==> config.mk <==
export PLATFORM = sky130hd
export DESIGN_NAME = pan_digit_ingest_luhn
export DESIGN_NICKNAME = d
export VERILOG_FILES = /design/src/rtl/pan_pkg.sv /design/src/rtl/pan_digit_ingest_luhn_accum.sv /design/src/rtl/pan_digit_ingest_luhn.sv
export SDC_FILE = /design/constraint.sdc
export NUM_CORES = 1
export LEC_CHECK = 0
export CORE_ASPECT_RATIO = 2
export CORE_MARGIN = 2
export CORE_UTILIZATION = 45
export DETAILED_ROUTE_END_ITERATION = 8
export PLACE_DENSITY = 0.74
export SLEW_MARGIN = 0
export SYNTH_ARGS = -nofsm -noshare
export SYNTH_HDL_FRONTEND = slang
export SYNTH_SLANG_ARGS = --single-unit
==> constraint.sdc <==
create_clock -name clk -period 4.7 [get_ports clk]
set_input_delay 0.94 -clock clk [delete_from_list [all_inputs] [get_ports clk]]
set_output_delay 0.94 -clock clk [all_outputs]
set_load 0.02 [all_outputs]
==> src/rtl/pan_pkg.sv <==
// Shared types and helpers for the PAN ingest / Luhn front end.
package pan_pkg;

    typedef enum logic [1:0] {
        PAN_IDLE    = 2'd0,
        PAN_COLLECT = 2'd1,
        PAN_DONE    = 2'd2,
        PAN_HOLD    = 2'd3
    } pan_state_e;

    localparam int          PAN_MIN_LEN  = 12;
    localparam int          PAN_MAX_LEN  = 19;
    localparam logic [15:0] PREFIX_EMPTY = 16'hFFFF;

    // Luhn doubling with digit-sum folded in; non-BCD codes contribute nothing.
    function automatic logic [3:0] luhn_dbl(input logic [3:0] d);
        logic [3:0] r;
        case (d)
            4'd0:    r = 4'd0;
            4'd1:    r = 4'd2;
            4'd2:    r = 4'd4;
            4'd3:    r = 4'd6;
            4'd4:    r = 4'd8;
            4'd5:    r = 4'd1;
            4'd6:    r = 4'd3;
            4'd7:    r = 4'd5;
            4'd8:    r = 4'd7;
            4'd9:    r = 4'd9;
            default: r = 4'd0;
        endcase
        return r;
    endfunction

    function automatic logic [3:0] add_mod10(input logic [3:0] a, input logic [3:0] b);
        logic [4:0] s;
        s = {1'b0, a} + {1'b0, b};
        if (s >= 5'd10) begin
            s = s - 5'd10;
        end
        return s[3:0];
    endfunction

endpackage

==> src/rtl/pan_digit_ingest_luhn_accum.sv <==
// Dual-parity Luhn accumulator: one sum assumes even length, the other odd length.
module luhn_accum
    import pan_pkg::*;
(
    input  logic       clk,
    input  logic       rst,
    input  logic       clr,
    input  logic       en,
    input  logic [3:0] digit,
    input  logic       idx_odd,
    output logic [3:0] sum_e,
    output logic [3:0] sum_o,
    output logic       bcd_err
);

    logic [3:0] sum_e_q;
    logic [3:0] sum_o_q;
    logic [3:0] plain;
    logic [3:0] dbl;

    // Sums are presented including the beat currently offered, so the parent
    // can register a verdict on the same edge that accepts the final digit.
    always_comb begin
        plain   = (digit > 4'd9) ? 4'd0 : digit;
        dbl     = luhn_dbl(digit);
        sum_e   = sum_e_q;
        sum_o   = sum_o_q;
        bcd_err = 1'b0;
        if (clr) begin
            sum_e = 4'd0;
            sum_o = 4'd0;
        end else if (en) begin
            sum_e   = add_mod10(sum_e_q, idx_odd ? plain : dbl);
            sum_o   = add_mod10(sum_o_q, idx_odd ? dbl : plain);
            bcd_err = (digit > 4'd9);
        end
    end

    always_ff @(posedge clk) begin
        if (rst) begin
            sum_e_q <= 4'd0;
            sum_o_q <= 4'd0;
        end else begin
            sum_e_q <= sum_e;
            sum_o_q <= sum_o;
        end
    end

endmodule

==> src/rtl/pan_digit_ingest_luhn.sv <==
// PAN digit ingest: prefix capture, length tracking and incremental Luhn verdict.
module pan_digit_ingest_luhn
    import pan_pkg::*;
#(
    parameter int MIN_LEN = PAN_MIN_LEN,
    parameter int MAX_LEN = PAN_MAX_LEN
) (
    input  logic        clk,
    input  logic        rst,
    input  logic        start,
    input  logic        digit_valid,
    input  logic [3:0]  digit,
    input  logic        digit_last,
    output logic        digit_ready,
    output logic [15:0] prefix4_bcd,
    output logic        card_done,
    output logic        luhn_valid,
    output logic [4:0]  pan_len,
    output logic        err_bcd,
    output logic        err_len
);

    localparam logic [1:0] IDLE    = PAN_IDLE;
    localparam logic [1:0] COLLECT = PAN_COLLECT;
    localparam logic [1:0] DONE    = PAN_DONE;
    localparam logic [1:0] HOLD    = PAN_HOLD;

    logic [1:0] state;
    logic       accept;
    logic       in_range;
    logic [4:0] len_nxt;
    logic       err_bcd_nxt;
    logic       err_len_nxt;
    logic       too_short;
    logic       luhn_pass;
    logic [3:0] final_sum;
    logic [3:0] sum_e;
    logic [3:0] sum_o;
    logic       bcd_err;

    assign digit_ready = (state == COLLECT) && !start;
    assign accept      = digit_valid && digit_ready;
    assign in_range    = (pan_len < 5'(MAX_LEN));

    luhn_accum u_accum (
        .clk     (clk),
        .rst     (rst),
        .clr     (start),
        .en      (accept && in_range),
        .digit   (digit),
        .idx_odd (pan_len[0]),
        .sum_e   (sum_e),
        .sum_o   (sum_o),
        .bcd_err (bcd_err)
    );

    // Digits beyond MAX_LEN leave the sums alone and only raise err_len.
    always_comb begin
        len_nxt     = (accept && in_range) ? pan_len + 5'd1 : pan_len;
        err_bcd_nxt = err_bcd | bcd_err;
        err_len_nxt = err_len | (accept && !in_range);
        too_short   = (len_nxt < 5'(MIN_LEN));
        final_sum   = len_nxt[0] ? sum_o : sum_e;
        luhn_pass   = (final_sum == 4'd0) && !err_bcd_nxt && !err_len_nxt && !too_short;
    end

    always_ff @(posedge clk) begin
        if (rst) begin
            state       <= IDLE;
            prefix4_bcd <= PREFIX_EMPTY;
            card_done   <= 1'b0;
            luhn_valid  <= 1'b0;
            pan_len     <= 5'd0;
            err_bcd     <= 1'b0;
            err_len     <= 1'b0;
        end else if (start) begin
            state       <= COLLECT;
            prefix4_bcd <= PREFIX_EMPTY;
            card_done   <= 1'b0;
            luhn_valid  <= 1'b0;
            pan_len     <= 5'd0;
            err_bcd     <= 1'b0;
            err_len     <= 1'b0;
        end else begin
            card_done <= 1'b0;
            case (state)
                COLLECT: begin
                    if (accept) begin
                        if (pan_len < 5'd4) begin
                            prefix4_bcd[{pan_len[1:0], 2'b00} +: 4] <= digit;
                        end
                        pan_len <= len_nxt;
                        err_bcd <= err_bcd_nxt;
                        err_len <= err_len_nxt;
                        if (digit_last) begin
                            state      <= DONE;
                            card_done  <= 1'b1;
                            luhn_valid <= luhn_pass;
                            err_len    <= err_len_nxt | too_short;
                        end
                    end
                end
                DONE:    state <= HOLD;
                default: state <= state;
            endcase
        end
    end

endmodule
==> impl_metrics.tcl <==
set metrics [dict create \
    gp_congestion 0.790 \
    drv.max_cap_violation_count 0 \
    clkSinkCount 35 \
    grt_max_degree 23 \
    drc_markers 0 \
    worst-slew-pin-transition_ps 876 \
    min_delay_path_depth 2 \
    synth-warning-count 0 \
    timing.hold.worst.class "flop to flop" \
    timing.fmax_mhz 230 \
    final_worst_path_period_share 0.927 \
    synthesized_instance_count 290 \
    detail_route.first_pass.iterations 4 \
    hold_buffers 0 \
    origin_of_the_critical_flop_to_flop_path "pan_len[0]$_SDFFE_PP0P_" \
    clkLatencyLatePin_ps 290 \
    mappedNetlistArea_mm2 0.00231 \
    die_y_um 105 \
    pin_count 35 \
    number_of_placement_rows 37 \
    synth-async-reset-ratio 0 \
    critPathRequiredTime_ps 4930 \
    synth_enable_flop_cells 0 \
    layout-area-overhead-vs-synth_pct 20.2 \
    ys_ff_latch 35 \
    dpl.hpwl_um 4120 \
    least_setup_slack_across_all_paths_after_layout_ps 345 \
    hold_path_end "prefix4_bcd[10]$_SDFFE_PP1P_" \
    cts-root-to-sink-buffers 2 \
    final-max-slew-violation-count 0 \
    post_synth_most_frequent_cells "nand2_1, dfxtp_1, nor2_1, a21oi_1, nand3_1" \
    post_drt_wl_per_cell_um 14.8 \
    max-vdd-ir-drop_mv 0.190 \
    final-hold-violation-count 0 \
    ff2ff_path_depth 11 \
    drt-initial-drc-count 63 \
    classification_of_the_worst_setup_path "input pin to flop" \
    setup_violators_final 0 \
    io_buffers 34 \
    dpl-instance-area_mm2 0.00266 \
    route.antenna.remaining_nets 0 \
    max-slew-margin-rel 0.414 \
    number_of_inserted_filler_cells_in_the_final_layout 471 \
    chip_width_um 54.7 \
    placement.setup.worst_slack_ps 10.5 \
    timing.hold.worst.start "prefix4_bcd[10]$_SDFFE_PP1P_" \
    finalWirelength_um 5530 \
    setup_slack_of_the_most_critical_reg_to_reg_path_ps 870 \
    core_area_mm2 0.00505 \
    regToRegEndpoint "luhn_valid$_SDFFE_PP0P_" \
    cp_data_arrival_time_ps 4580 \
    finalWorstPathRequiredPeriod_ps 4360 \
    grt_util_all_layers 0.202 \
    initial_utilization 0.458 \
    power_leakage_nw 1.12 \
    mean_cell_area_of_the_mapped_netlist_um2 7.97 \
    grt_remaining_overflow 0 \
    rsz0062_at_grt "false" \
    post_synth_num_cell_types 59 \
    timing.critical_path.fanout_max 10 \
    finClkSkew_ps 7.58 \
    multiInputGateArea_mm2 0.00148 \
    cellPowerDensity_mw_per_mm2 240 \
    antenna_found_initial 0 \
    postSynthNetCount 317 \
    antennaDiodeCount 0 \
    placed_cells_incl_taps 367 \
    fin_area_mm2 0.00278 \
    clock_tree_from_tritoncts "yes" \
    viasPerCell 5.86 \
    tritoncts.num_buffers 5 \
    path_clk_slew_ps 80 \
    most_numerous_cell_in_the_yosys_netlist "nand2_1" \
    global_route_wire_length_before_repair_um 8980 \
    ys.flop_type "dfxtp_1" \
    number_of_global_route_vias_before_repair 2039 \
    drive_gt1_frac 0.0694 \
    endpoint_kind "flop" \
    post_layout_nonfiller_instances 375 \
    nets 343 \
    post_synth_main_area_contributors "dfxtp_1, ha_1, nand2_1" \
    outcome "completed" \
    setup_crit_start_kind "input pin" \
    die_area_mm2 0.00576 \
    fin_tns_setup_ps 0 \
    vias 2198 \
    clock-root-buffer "clkbuf_8" \
    synth_top_cell_area_share 0.303 \
    yosysTopAreaCell "dfxtp_1" \
    h-tree-depth 2 \
    register_area_um2 701 \
    ys_seq_area_frac 0.303 \
]
[final cells by class]
type / count / share of cell area
Sequential cell: 35 / 0.252
Clock inverter: 3 / 0.0158
Multi-Input combinational cell: 223 / 0.532
Clock buffer: 5 / 0.0248
Timing Repair Buffer: 37 / 0.131
Inverter: 14 / 0.0189
Tap cell: 58 / 0.0261
[cell families after synthesis]
family | Yosys count | synth area share
AO/OA/AOI/OAI | 60 | 0.180
adder cells (fa/ha/maj) | 18 | 0.104
buffers and inverters | 32 | 0.0606
multiplexers | 4 | 0.0173
AND/OR/NAND/NOR | 133 | 0.305
flip-flops | 35 | 0.303
XOR/XNOR | 8 | 0.0303
[worst max-delay path, stage by stage]
cell and delay [ps]:
clkdlybuf4s50_1 660, nor2_1 140, a21oi_1 140, nor2_1 50, nor3_1 240, ha_1 220
inv_1 60, fa_1 470, xor2_1 250, ha_1 240, nand2_1 100, nor4_2 340
o21ai_0 130, a31o_1 240, o31ai_2 230, a31o_1 130
[report_power, final]
group	internal (mW)	switching (mW)	leakage (nW)
sequential	0.299	0.00302	0.283
clock	0.158	0.114	0.0581
combinational	0.0376	0.0555	0.783
total	0.495	0.172	1.12
[stage by stage]
| step | utilization | power (mW) | hold slack, ps |
|---|---|---|---|
| final | 0.551 | 0.667 | 470 |
| after global routing | 0.551 | 0.692 | 493 |
| after CTS | 0.549 | 0.669 | 474 |
| after floorplan | - | 0.376 | 453 |
| after global placement | 0.527 | 0.397 | 456 |
| after detailed placement | 0.527 | 0.400 | 460 |
[registers in the layout, summed over array words and instances (netlist names)]
signal,flops
pan_len,5
card_done,1
luhn_valid,1
err_bcd,1
prefix4_bcd,16
err_len,1
u_accum.sum_e_q,4
state,2
u_accum.sum_o_q,4
[repair_timing]
action | in CTS | in global routing
setup buffers | 0 | 0
gates resized for setup | 0 | 1
setup endpoints to repair | 0 | 1
[metal layers]
layer  up-vias  share of wire  wire length [um]  GRT usage
met5         -              0                 0          0
met4         0          0.017                94     0.0732
met3         8          0.036               199     0.0411
met2        48           0.51              2810      0.321
met1      1056           0.44              2430      0.259
li1       1086              -                 -          -
[how the worst max path moves through the flow]
| stage | startpoint | to | slack, ps |
|---|---|---|---|
| after global routing | digit[1] | luhn_valid$_SDFFE_PP0P_ | 60 |
| after detailed placement | digit[1] | luhn_valid$_SDFFE_PP0P_ | 10 |
| after global placement | digit[1] | luhn_valid$_SDFFE_PP0P_ | 180 |
| after floorplan | digit[1] | luhn_valid$_SDFFE_PP0P_ | 860 |
| final | digit[1] | luhn_valid$_SDFFE_PP0P_ | 340 |
| after CTS | digit[1] | luhn_valid$_SDFFE_PP0P_ | 300 |
[placed cells by master, fill, tap and decap left out, types with 5 or more instances in the layout]
cell	count
a21oi_1	20
clkbuf_8	5
clkdlybuf4s50_1	34
dfxtp_1	35
ha_1	16
inv_1	13
nand2_1	39
nand3_1	17
nand4_1	14
nor2_1	26
nor2b_1	5
nor3_1	7
o21ai_0	5
No activity file was read; power rests on OpenSTA's default activity.
